<file path="src/rtl/data_mem_arbiter.sv">
`default_nettype none
// ============================================================================
// Module      : data_mem_arbiter
// Description : Two-port arbiter in front of a single-ported data memory.
//               Grants are Moore outputs of a three-state FSM (IDLE, OWN0,
//               OWN1). A tenure lasts up to MAX_BURST accepted accesses while
//               the other port waits; with no contender the owner keeps the
//               memory without a bubble. Read data is captured from the
//               memory's combinational read port and presented one cycle
//               later with a single-cycle valid pulse.
// Ports       : clk, rst_n (sync, active-low)
//               req*_i / wen*_i / addr*_i / wdata*_i : requester side
//               gnt*_o / rdata*_o / rvalid*_o        : requester responses
//               mem_wen_o / mem_addr_o / mem_wdata_o : memory request
//               mem_rdata_i                          : memory read data
// Revision    : 1.0 - initial release
// ============================================================================
module data_mem_arbiter #(
    parameter int ADDR_W    = 8,
    parameter int DATA_W    = 8,
    parameter int MAX_BURST = 4
) (
    input  logic              clk,
    input  logic              rst_n,
    input  logic              req0_i,
    input  logic              req1_i,
    input  logic              wen0_i,
    input  logic              wen1_i,
    input  logic [ADDR_W-1:0] addr0_i,
    input  logic [ADDR_W-1:0] addr1_i,
    input  logic [DATA_W-1:0] wdata0_i,
    input  logic [DATA_W-1:0] wdata1_i,
    output logic              gnt0_o,
    output logic              gnt1_o,
    output logic [DATA_W-1:0] rdata0_o,
    output logic [DATA_W-1:0] rdata1_o,
    output logic              rvalid0_o,
    output logic              rvalid1_o,
    output logic              mem_wen_o,
    output logic [ADDR_W-1:0] mem_addr_o,
    output logic [DATA_W-1:0] mem_wdata_o,
    input  logic [DATA_W-1:0] mem_rdata_i
);

    typedef enum logic [1:0] {
        IDLE = 2'd0,
        OWN0 = 2'd1,
        OWN1 = 2'd2
    } state_t;

    // Counter value at which the current accepted access completes a tenure.
    localparam logic [3:0] C_CNT_LAST = 4'(MAX_BURST - 1);

    state_t            state_q, state_d;
    logic [3:0]        cnt_q, cnt_d;
    logic              last_owner_q, last_owner_d;
    logic              rvalid0_q, rvalid1_q;
    logic [DATA_W-1:0] rdata0_q, rdata1_q;

    logic w_acc0, w_acc1;
    logic w_rd0, w_rd1;

    assign w_acc0 = req0_i && (state_q == OWN0);
    assign w_acc1 = req1_i && (state_q == OWN1);
    assign w_rd0  = w_acc0 && !wen0_i;
    assign w_rd1  = w_acc1 && !wen1_i;

    always_comb begin
        state_d      = state_q;
        cnt_d        = cnt_q;
        last_owner_d = last_owner_q;
        case (state_q)
            IDLE: begin
                // Tie goes to the port that did not own the memory last.
                if (req0_i && req1_i)
                    state_d = last_owner_q ? OWN0 : OWN1;
                else if (req0_i)
                    state_d = OWN0;
                else if (req1_i)
                    state_d = OWN1;
            end
            OWN0: begin
                if (!req0_i)
                    state_d = req1_i ? OWN1 : IDLE;
                else if (cnt_q == C_CNT_LAST) begin
                    // Tenure exhausted: hand over only if someone is waiting.
                    if (req1_i)
                        state_d = OWN1;
                    else
                        cnt_d = '0;
                end else
                    cnt_d = cnt_q + 4'd1;
            end
            OWN1: begin
                if (!req1_i)
                    state_d = req0_i ? OWN0 : IDLE;
                else if (cnt_q == C_CNT_LAST) begin
                    if (req0_i)
                        state_d = OWN0;
                    else
                        cnt_d = '0;
                end else
                    cnt_d = cnt_q + 4'd1;
            end
            default: state_d = IDLE;
        endcase

        if (state_d != state_q)
            cnt_d = '0;
        if ((state_d == OWN0) && (state_q != OWN0))
            last_owner_d = 1'b0;
        if ((state_d == OWN1) && (state_q != OWN1))
            last_owner_d = 1'b1;
    end

    always_ff @(posedge clk) begin
        if (!rst_n) begin
            state_q      <= IDLE;
            cnt_q        <= '0;
            last_owner_q <= 1'b1;
            rvalid0_q    <= 1'b0;
            rvalid1_q    <= 1'b0;
            rdata0_q     <= '0;
            rdata1_q     <= '0;
        end else begin
            state_q      <= state_d;
            cnt_q        <= cnt_d;
            last_owner_q <= last_owner_d;
            rvalid0_q    <= w_rd0;
            rvalid1_q    <= w_rd1;
            if (w_rd0)
                rdata0_q <= mem_rdata_i;
            if (w_rd1)
                rdata1_q <= mem_rdata_i;
        end
    end

    assign gnt0_o    = (state_q == OWN0);
    assign gnt1_o    = (state_q == OWN1);
    assign rvalid0_o = rvalid0_q;
    assign rvalid1_o = rvalid1_q;
    assign rdata0_o  = rdata0_q;
    assign rdata1_o  = rdata1_q;

    assign mem_wen_o   = (w_acc0 && wen0_i) || (w_acc1 && wen1_i);
    assign mem_addr_o  = (state_q == OWN0) ? addr0_i  :
                         (state_q == OWN1) ? addr1_i  : '0;
    assign mem_wdata_o = (state_q == OWN0) ? wdata0_i :
                         (state_q == OWN1) ? wdata1_i : '0;

endmodule
`default_nettype wire

</file>
<file path="config.mk">
export PLATFORM = sky130hd
export DESIGN_NAME = data_mem_arbiter
export DESIGN_NICKNAME = d
export VERILOG_FILES = /design/src/rtl/data_mem_arbiter.sv
export SDC_FILE = /design/constraint.sdc
export NUM_CORES = 1
export LEC_CHECK = 0
export ABC_AREA = 1
export CELL_PAD_IN_SITES_DETAIL_PLACEMENT = 2
export CELL_PAD_IN_SITES_GLOBAL_PLACEMENT = 2
export CORE_MARGIN = 4
export CORE_UTILIZATION = 18
export DETAILED_ROUTE_END_ITERATION = 8
export PLACE_DENSITY_LB_ADDON = 0.1
export SLEW_MARGIN = 20
export SYNTH_ARGS = -nofsm -noshare
export SYNTH_HDL_FRONTEND = slang
export SYNTH_SLANG_ARGS = --single-unit
export TNS_END_PERCENT = 1
</file>
<file path="constraint.sdc">
create_clock -name clk -period 2.4 [get_ports clk]
set_input_delay 0.72 -clock clk [delete_from_list [all_inputs] [get_ports clk]]
set_output_delay 0.72 -clock clk [all_outputs]
set_load 0.03 [all_outputs]
</file>
==> results of run 1 <==
## power by group
| part | switching, mW | internal [mW] |
|---|---|---|
| sequential | 0.0158 | 0.440 |
| combinational | 0.358 | 0.251 |
| clock | 0.144 | 0.122 |
## cells in the mapped netlist
library cell,number
o21ai_0,19
buf_4,1
a21boi_2,1
ha_1,5
clkinv_1,3
buf_6,1
inv_2,2
nor2_4,2
clkbuf_1,3
nand2_4,1
dfxtp_1,25
nand2_2,5
xor2_1,2
nor2_2,3
buf_1,1
nand4_1,1
buf_2,3
o21ai_1,1
nand2_1,62
nor2_1,44
nand3_1,28
nand3_2,1
inv_1,10
## cell families (layout without fill, tap and decap cells)
group           after synthesis  after routing  share of synthesized area (%)
simple gates                147            147                           44.5
flops                        25             25                           34.9
xor+xnor                      2              2                           1.22
fa+ha+maj                     5              5                           4.36
compound gates               21             21                           7.76
buf+inv                      24            109                           7.32
## flip-flops by register name (all words and copies together) (netlist names)
signal        flops
rdata0_o          8
rvalid1_o         1
last_owner_q      1
rvalid0_o         1
state_q           2
rdata1_o          8
cnt_q             4
## area by class of cell
class	count	area, um2
Fill cell	941	5280
Timing Repair Buffer	90	862
Sequential cell	25	500
Multi-Input combinational cell	175	845
Clock buffer	3	41.3
Inverter	15	58.8
Tap cell	102	128
Clock inverter	1	8.76
## path summary, 6_finish.rpt
check / startpoint / to / slack, ps / cells after the start
worst max-delay path: wen0_i / mem_wen_o / 110 / 4
worst min-delay path: last_owner_q / last_owner_q / 500 / 2
worst max register to register: state_q[0] / cnt_q[1] / 500 / 13
worst min register to register: last_owner_q / last_owner_q / 500 / 2
## routing by layer
| layer | track usage [%] | up-vias |
|---|---|---|
| met5 | 0 | - |
| met4 | 1.92 | 0 |
| met3 | 1.79 | 2 |
| met2 | 23.5 | 38 |
| met1 | 14.4 | 850 |
| li1 | - | 874 |
## per-stage QoR
step | setup slack [ps] | hold slack (ps) | power [mW] | instances | instance area, um2
finish | 107 | 497 | 1.33 | 411 | 2440
global route | 8.74 | 553 | 1.43 | 411 | 2440
CTS | 41.7 | 513 | 1.36 | 411 | 2440
global placement | 67.3 | 475 | 1.07 | 407 | 2380
detailed placement | 24.9 | 497 | 1.08 | 407 | 2380
floorplan | 37.8 | 449 | 0.802 | 224 | 1440
## worst max-delay path, cell delays in order
cell             delay [ps]
clkdlybuf4s50_1         500
nand3_1                 110
nand2_1                  90
buf_4                   160
## what timing repair did
item	in CTS	in global routing
endpoints found under the setup margin	17	12
pin swaps	0	1
gates resized for setup	2	2
==> metrics, run 1 <==
RSZ-0062 raised after global routing no; met1 wire length roughly 2500 um; actual slew at the worst max-slew pin about 330 ps; Setup Skew around 8 ps; most frequent cells in the layout clkdlybuf4s50_1 (63), nand2_1 (62), nor2_1 (44), nand3_1 (28), dfxtp_1 (25); syn avg cell area ~6.4 um2; postcts setup bufs 0; CTS HTree Levels 1; Slew Viols, Final 0; Final GP Congestion about 0.73; Final period util ~96%; final wirelength between 5000 and 6000 um; DRT antenna net count 0; Initial Utilization roughly 19%; die width between 90 and 100 um; Synth top area share between 30% and 40%; Final Core Density a little under a third; Worst Path Required between 1500 and 2000 ps; Bufs on Longest Clock Path 2; vias approximately 1800; Post-Synthesis Cells 224; Max IR drop VDD between 0.15 and 0.2 mV; 1st-iter DRT viols 41; share of cells above drive strength 1 between 15 and 20%; fin nets 361; distinct cell type count after synthesis 23; post-synth net total 275; Tot GR Track Use roughly an eighth; Layout area overhead 70.3%; grt ovf 0; Inserted Clock Buffers 3; CTS Hold Bufs 0; Die H ~100 um; crit path launch type input pin; detailed-placement wirelength estimate between 4000 and 5000 um; vias in the first global route ~1900; initial antenna violation count 0; Fmax achieved roughly 440 MHz; topmost layer with routed signal wires met4; fin crit period ~2300 ps; final hold vios 0; top post-synthesis cells by area dfxtp_1 (35%), nand2_1 (16%), nor2_1 (12%), nand3_1 (9.8%), o21ai_0 (6.6%); Power Density between 500 and 600 nW/um2; YS warnings 0; I/O Buffers 82; CTS Sinks 25; first-pass GRT wire length 9540 um; Post-Route Setup TNS 0 ps; core footprint just under 8000 um2; P_leak around 1.1 nW; clock root buffer clkbuf_8; DR pass1 iterations 3; TritonCTS clock tree built; setup violators final 0; slew margin rel. between 70% and 80%; sequential share of the synthesized area between 30% and 40%; HP Class flop to flop; Critical Path AT roughly 1600 ps; DR vias/cell approximately 4.3; Netlist Area Pre-Place roughly 1400 um2; antenna cells 0; Remaining DRCs 0; max_cap viols 0; top-level port count 83; std cell rows 32; clock-pin slew on the worst setup and hold paths 100 ps; largest area contributor in the netlist dfxtp_1; clk_lat worst skew 270 ps; critical path class input pin to primary output; wire length on met3 between 200 and 250 um; most common cell after layout, fill and taps aside clkdlybuf4s50_1; largest net degree at the start of global routing 22; met2 WL slightly above 3000 um; critical path capture point type primary output; critical path peak fanout 2; Die Area around 9500 um2; outcome finished, final reports clean; Routed wire per std cell about 14 um; Yosys reg bits 25
(Power assumes the default switching activity.)
==> inputs of run 2 (changes only) <==
- clock period: 2.4 -> 2.5 ns (I/O delays scaled with it)
==> run 2 against run 1 <==
Net effect:
- critical path type is now flop to primary output
- highest routed layer unchanged
- sequential share of layout area fell by 0.12 points
- cell count grew 0.49%
- flip-flop and latch count is the same
- total power fell by 3.2%
- sequential power fell by 4%
==> metrics, run 2 (synthesis results as in run 1) <==
Bufs on Longest Clock Path 2; first-pass GRT wire length 9780 um; vias in the first global route 1806; I/O Buffers a little over 80; Initial Utilization approximately 19%; Inserted Clock Buffers 3; slew margin rel. roughly 78%; Fmax achieved between 400 and 500 MHz; Power Density between 500 and 600 nW/um2; Remaining DRCs 0; top-level port count between 80 and 90; Setup Skew approximately 8.6 ps; CTS Hold Bufs 0; std cell rows 32; 1st-iter DRT viols 23; detailed-placement wirelength estimate approximately 4700 um; actual slew at the worst max-slew pin about 340 ps; CTS Sinks 25; Final GP Congestion 0.695; final wirelength slightly below 6000 um; Final period util roughly 95%; setup violators final 0; grt ovf 0; most frequent cells in the layout clkdlybuf4s50_1 (64), nand2_1 (62), nor2_1 (44), nand3_1 (28), dfxtp_1 (24); core footprint 7730 um2; fin crit period 2390 ps; Die H 97.3 um; Max IR drop VDD between 0.2 and 0.25 mV; die width between 90 and 100 um; critical path capture point type primary output; Tot GR Track Use approximately an eighth; clock-pin slew on the worst setup and hold paths ~100 ps; outcome finished, final reports clean; critical path class flop to primary output; Layout area overhead 71.7%; critical path peak fanout 4; Routed wire per std cell ~14 um; HP Class flop to flop; clk_lat worst skew 280 ps; TritonCTS clock tree built; Slew Viols, Final 0; Final Cell Area 2460 um2; CTS HTree Levels 1; final hold vios 0; initial antenna violation count 0; fin nets ~360; Worst Path Required about 1800 ps; Die Area ~9500 um2; DR pass1 iterations 3; crit path launch type flop; most common cell after layout, fill and taps aside clkdlybuf4s50_1; clock root buffer clkbuf_8; RSZ-0062 raised after global routing no; max_cap viols 0; vias around 1700; DR vias/cell around 4.2; P_leak ~1.1 nW; DRT antenna net count 0; share of cells above drive strength 1 between 15 and 20%; antenna cells 0; Critical Path AT about 1600 ps; placed inst area 2400 um2; largest net degree at the start of global routing 23; Post-Route Setup TNS 0 ps
run 2: cell types whose count changed in the layout (fill, tap and decap cells not counted):
cell             before  now
buf_4                24   23
dfxtp_2               0    1
dfxtp_1              25   24
buf_12                2    3
inv_4                 1    0
clkinv_1              2    3
buf_6                 1    2
ha_4                  1    0
ha_1                  3    4
clkdlybuf4s50_1      63   64
run 2: layer usage:
metal | vias to the layer above | share of wire (%) | global-route usage, % | wire [um]
li1 | 879 | - | - | -
met1 | 811 | 43 | 14.9 | 2500
met4 | 0 | 0.54 | 2.24 | 31
met3 | 4 | 6.0 | 3.37 | 345
met5 | - | 0 | 0 | 0
met2 | 44 | 50 | 22.3 | 2900
run 2: path summary, 6_finish.rpt:
| check | slack, ps | depth (start not counted) | startpoint | end |
|---|---|---|---|---|
| worst max-delay path | 110 | 3 | state_q[1] | gnt0_o |
| worst min-delay path | 500 | 2 | last_owner_q | last_owner_q |
| worst max register to register | 660 | 8 | state_q[0] | rdata1_o[5] |
| worst min register to register | 500 | 2 | last_owner_q | last_owner_q |
run 2: critical path: stages (launching register included):
cell	delay (ps)
dfxtp_1	330
inv_1	120
ha_2	220
clkdlybuf4s50_1	680
run 2: repair_timing:
| action | 4_1_cts | 5_1_grt |
|---|---|---|
| hold endpoints to repair | 0 | 0 |
| buffers inserted | 0 | 0 |
| gates resized for setup | 0 | 3 |
| endpoints found under the setup margin | 0 | 17 |
run 2: layout make-up:
class	instances	area, um2
clock buffers	3	41.3
inverters	15	56.3
flip-flops and latches	25	502
fillers	930	5260
clock inverters	1	8.76
well taps	102	128
repair buffers	92	896
multi-input cells	175	832
run 2: per-stage QoR:
stage	hold slack (ps)	utilization [%]	total power, mW	setup slack, ps	cells
2_1_floorplan	449	-	0.769	23.9	224
3_3_place_gp	476	31.1	1.03	118	409
3_5_place_dp	500	31.1	1.04	74.2	409
4_1_cts	514	31.8	1.32	36.3	413
5_1_grt	550	31.9	1.39	11.0	413
6_report	501	31.9	1.29	113	413
run 2: power breakdown:
part / internal, mW / total, mW / switching [mW]
clock: 0.117 / 0.264 / 0.147
sequential: 0.423 / 0.438 / 0.0156
combinational: 0.247 / 0.585 / 0.338
